--- src/rtl/multiplicacion_booth.sv ---
// Sequential signed multiplier, radix-2 Booth recoding, one iteration per clock.
// Operands are captured in IDLE; the 2*WIDTH-bit product appears with a one-cycle done pulse.
module multiplicacion_booth #(
  parameter int WIDTH = 8
) (
  input  logic                 clk,
  input  logic                 rst,
  input  logic                 valid,
  input  logic [WIDTH-1:0]     A,
  input  logic [WIDTH-1:0]     B,
  output logic [2*WIDTH-1:0]   Mult,
  output logic                 done
);

  localparam int CW = $clog2(WIDTH + 1);
  localparam logic [CW-1:0] CNT_INIT = CW'(WIDTH);
  localparam logic [CW-1:0] CNT_LAST = CW'(1);

  typedef enum logic [1:0] {
    IDLE = 2'd0,
    CALC = 2'd1,
    DONE = 2'd2
  } state_t;

  state_t           state;
  logic [WIDTH:0]   m;
  logic [WIDTH:0]   acc;
  logic [WIDTH-1:0] q;
  logic             q_1;
  logic [CW-1:0]    cnt;

  logic [WIDTH:0]   acc_sum;
  logic [WIDTH:0]   acc_sh;
  logic [WIDTH-1:0] q_sh;

  // One Booth step: add/subtract by the recoded pair, then arithmetic shift of {acc,q,q_1}.
  always_comb begin
    acc_sum = acc;
    case ({q[0], q_1})
      2'b10:   acc_sum = acc - m;
      2'b01:   acc_sum = acc + m;
      default: acc_sum = acc;
    endcase
    acc_sh = {acc_sum[WIDTH], acc_sum[WIDTH:1]};
    q_sh   = {acc_sum[0], q[WIDTH-1:1]};
  end

  always_ff @(posedge clk or posedge rst) begin
    if (rst) begin
      state <= IDLE;
      m     <= '0;
      acc   <= '0;
      q     <= '0;
      q_1   <= 1'b0;
      cnt   <= '0;
      Mult  <= '0;
      done  <= 1'b0;
    end else begin
      case (state)
        IDLE: begin
          done <= 1'b0;
          if (valid) begin
            // Extra sign bit keeps -2^(WIDTH-1) exact when negated.
            m     <= {A[WIDTH-1], A};
            q     <= B;
            acc   <= '0;
            q_1   <= 1'b0;
            cnt   <= CNT_INIT;
            state <= CALC;
          end
        end
        CALC: begin
          acc <= acc_sh;
          q   <= q_sh;
          q_1 <= q[0];
          cnt <= cnt - CNT_LAST;
          if (cnt == CNT_LAST) begin
            Mult  <= {acc_sh[WIDTH-1:0], q_sh};
            done  <= 1'b1;
            state <= DONE;
          end
        end
        DONE: begin
          done  <= 1'b0;
          state <= IDLE;
        end
        default: begin
          done  <= 1'b0;
          state <= IDLE;
        end
      endcase
    end
  end

endmodule

--- config.mk ---
export PLATFORM = sky130hd
export DESIGN_NAME = multiplicacion_booth
export DESIGN_NICKNAME = d
export VERILOG_FILES = /design/src/rtl/multiplicacion_booth.sv
export SDC_FILE = /design/constraint.sdc
export NUM_CORES = 1
export LEC_CHECK = 0
export BUFFER_PORTS_ARGS = -buffer_cell sky130_fd_sc_hd__buf_2
export CORE_MARGIN = 10
export CORE_UTILIZATION = 48
export CTS_BUF_LIST = sky130_fd_sc_hd__clkbuf_4
export DETAILED_ROUTE_END_ITERATION = 8
export PLACE_DENSITY_LB_ADDON = 0.1
export SYNTH_ARGS = -nofsm -noshare
export SYNTH_HDL_FRONTEND = slang
export SYNTH_SLANG_ARGS = --single-unit
--- constraint.sdc ---
create_clock -name clk -period 4.4 [get_ports clk]
set_input_delay 0 -clock clk [delete_from_list [all_inputs] [get_ports clk]]
set_output_delay 0 -clock clk [all_outputs]
set_load 0.005 [all_outputs]
# After elaboration in Yosys (flattened, before gate mapping)
# Cells that the tools add are included.
# word_totals
latch_bits	0
rom_bits	0
memories	0
ram_bits	0
inputBits	19
reg_bits	49
# op_classes
div_mod_pow	0
muxes	14
n_addsub	3
shift	0
reduce_logical	6
magnitude_cmp	0
n_eq_ne	6
bitwise	0
n_mul	0
# op_table
op	n
9-bit case mux with 2 select lines	2
8-bit case mux with 2 select lines	1
9-bit adder	1
9-bit two-way mux	1
9-bit subtractor	1
8-bit two-way mux	1
4-bit case mux with 2 select lines	1
2-bit AND reduction	4
2-bit by 1-bit == test with 1-bit output (second input constant)	2
4-bit by 1-bit == test with 1-bit output (second input constant)	1
2-bit two-way mux	2
4-bit two-way mux	1
2-bit != test (second input constant)	2
2-bit case mux with 2 select lines	1
4-bit by 1-bit subtractor with 4-bit output (second input constant)	1
1-bit two-way mux	3
2-bit == test (second input constant)	1
2-bit logical NOT	1
1-bit case mux with 2 select lines	1
2-bit nonzero test	1

# Depth between registers and ports, before layout
# depth
ltp_word	3
ltp_mapped	12
mapped_depth_nobuf	12

# Least setup slack after synthesis
# OpenSTA, ideal clock, no wires.
# synth_timing
path_kind	register to register
from	register q[0]
to	register Mult[15]
setup_ps	68
n_path_buf	1
path_stages_with_launch	12
slack_ps	1666
arrival_time_ps	2665
period_less_slack_ps	2734
path_cell_list	dfrtp_1 > inv_1 > ha_1 > clkbuf_1 > a21oi_1 > xor2_1 > ha_1 > a21o_1 > a31o_2 > or4_1 > a211o_1 > nand3_1
# synth_via
elab_chain_len	2
word_cells_on_any_way	3
# synth_lines
element	line_no	source
start: declaration	28	logic [WIDTH-1:0] q;
start signal: assignment	74	q <= q_sh;
2-bit by 1-bit == test with 1-bit output or 2-bit == test (tied branches)	39	case ({q[0], q_1})
9-bit case mux with 2 select lines *	39	
end signal: assignment	78	Mult <= {acc_sh[WIDTH-1:0], q_sh};
end: declaration	11	output logic [2*WIDTH-1:0] Mult,
# Mark *: on every way between the ends. The rest lies on a longest branch, timed or not.
# A chain may end at the register's enable or synchronous reset.

# Worst setup path in the final report
# layout_timing
from	register q[0]
to	register acc[7]
# layout_via
elab_chain_len	3
word_cells_on_any_way	4
# layout_lines
element	line_no	source
2-bit by 1-bit == test with 1-bit output or 2-bit == test (tied branches)	39	
9-bit case mux with 2 select lines *	39	
9-bit case mux with 2 select lines *	59	case (state)
end signal: assignment	73	acc <= acc_sh;
end: declaration	27	logic [WIDTH:0] acc;
# Marks and branches as above.

==> qor.yml <==
global_routing:
  grt_pass1_vias: 2044
  antenna_found_initial: 0
  grt_overflow_total: 0
  grt_usage_pct: 13.4
  grt_pass1_wl_um: 9690
  grt_max_degree: 49
clock_tree:
  cts_root_buffer: "clkbuf_4"
  cts_tree: "yes"
  path_clk_slew_ps: 160
  clockBufferDepth: 2
  post_cts_resized: 0
  clkLatencyLatePin_ps: 390
  cts_setup_buffers: 0
  clock-sinks: 48
  holdBufCountCts: 16
  cts_made_buffers: 5
  cts_max_level: 2
placement:
  postPlaceCellArea_um2: 2860
  io_buffers: 35
  gp_congestion: 0.809
  dp_hpwl_um: 4170
  post-place-ws_ps: 1570
setup_path:
  cp_data_required_time_ps: 4710
  cp-end-kind: "register"
  critPathMaxFanout: 8
  critPathArrivalTime_ps: 3170
  critical_path.startpoint_type: "register"
  worstSetupPathType: "reg -> reg"
finish:
  layout-drive-gt1-share_pct: 17.8
  area_growth_pct: 18.3
  n_antenna_cell: 0
  final_cell_mix: "dfrtp_1, nand2_1, buf_2"
  layout.nets: 364
  design_area_um2: 3100
  final_common_cell: "dfrtp_1"
yosys:
  yosysSeqAreaShare_pct: 45.8
  syn-num-nets: 315
  avgSynthCellArea_um2: 9.29
  syn_inst: 282
  synth-seq-cells: 48
  synth-async-reset-ratio_pct: 100
  ys.flop_type: "dfrtp_1"
  syn_area_um2: 2620
  synth_edf_count: 0
  ys_warn_count: 0
  synth_cell_types: 44
drt:
  vias: 2139
  ant_nets: 0
  first_pass_iters: 4
  drc: 0
  drtIter0Drc: 121
  viasPerCell: 5.32
  wl_um: 5690
  detail_route.wl_per_cell_um: 14.2
job:
  drv_cap: 0
power:
  leakagePower_nw: 1.46
  ir_drop_v: 0.000367
  power_density_nw_per_um2: 848
sta:
  fmax_mhz: 350
  final_hold_viol_count: 0
  rsz0062_at_grt: "no"
  final_max_slew_viol_count: 0
  post-route-period-util_pct: 65.0
  whs_ps: 12.0
  tightest_slew_ps: 985
  finalSetupViolCount: 0
  fin_crit_ps: 2860
  layout_setup_ws_ps: 1540
  setup_tns_ps: 0
  finalClockSkew_ps: 19.1
  slew_headroom_pct: 34.2
floorplanning:
  chipWidth_um: 93.9
  core.rowCount: 26
  start_util_pct: 50.3
  core_area_um2: 5200
  dieArea_um2: 8810
  die_h_um: 93.9
  pin_count: 36
outcome:
  status: "completed"
min_path:
  min_path_type: "in -> reg"
[registers in the layout (all words and copies together), names as in the netlist]
register  cells
cnt           4
m             8
q_1           1
q             8
state         2
acc           8
done          1
Mult         16
[report_power, final]
group          total [mW]  switching, mW  internal, mW
combinational        1.52          0.854         0.662
clock               0.276          0.155         0.122
sequential          0.837          0.182         0.655
total                2.63           1.19          1.44
[final timing paths]
| check | start | endpoint | slack, ps | cells after the start |
|---|---|---|---|---|
| setup / recovery | q[0] | acc[7] | 1540 | 10 |
| hold / removal | B[7] | q[7] | 10 | 5 |
| setup reg to reg | q[0] | acc[7] | 1540 | 10 |
| hold reg to reg | Mult[7] | Mult[7] | 490 | 2 |
| max in group asynchronous | rst | acc[6] | 3420 | 3 |
| min in group asynchronous | rst | q[1] | 370 | 3 |
[cell families (layout without fill, tap and decap cells)]
family / Yosys count / in the layout / synth area share, %
AOI/OAI and AO/OA: 75 / 75 / 18.1
xor gates and xnor gates: 10 / 10 / 3.34
adders and majority gates: 14 / 14 / 6.97
buffers and inverters: 25 / 75 / 3.63
DFF: 48 / 48 / 45.8
muxes: 11 / 11 / 4.58
and+or+nand+nor: 99 / 99 / 17.6
[synthesized netlist by cell type (6+ instances only)]
| library cell | number | area share, % |
|---|---|---|
| a21oi_1 | 14 | 2.7 |
| inv_1 | 13 | 1.9 |
| nor3_1 | 6 | 1.1 |
| mux2_2 | 8 | 3.4 |
| nor2_1 | 18 | 2.6 |
| ha_1 | 13 | 6.2 |
| o21ai_0 | 29 | 5.5 |
| clkbuf_1 | 9 | 1.3 |
| dfrtp_1 | 48 | 46 |
| xor2_1 | 8 | 2.7 |
| a22oi_1 | 7 | 2.0 |
| nand2_1 | 44 | 6.3 |
| nor2b_1 | 11 | 2.6 |
[layout make-up]
type	instances	area, um2
Clock buffer	5	37.5
Clock inverter	3	46.3
Fill cell	482	2110
Inverter	14	52.6
Multi-Input combinational cell	209	1320
Sequential cell	48	1200
Tap cell	70	87.6
Timing Repair Buffer	53	350
[per-stage QoR]
stage / instances / power [mW] / util (%)
floorplan: 282 / 1.96 / -
global placement: 378 / 2.33 / 54.9
detailed placement: 378 / 2.36 / 54.9
CTS: 402 / 2.64 / 59.5
global route: 402 / 2.91 / 59.5
finish: 402 / 2.63 / 59.5
[metal layers]
layer / GRT usage (%) / wire [um] / vias to the layer above / part of all wire [%]
met1: 17.3 / 2770 / 1006 / 49
met3: 4.16 / 322 / 6 / 5.7
met2: 21.2 / 2530 / 42 / 45
li1: - / - / 1085 / -
met4: 3.80 / 63 / 0 / 1.1
met5: 0 / 0 / - / 0
[worst max-delay path, cell delays in order, from the launching register on]
cell and delay [ps]:
dfrtp_1 410, inv_1 90, ha_1 330, a21oi_1 90, xor2_1 160, ha_1 350, a21o_1 200, a31o_2 260
or4_1 540, a211o_1 280, o21ai_1 80
Power figures use the tool's default switching activity.
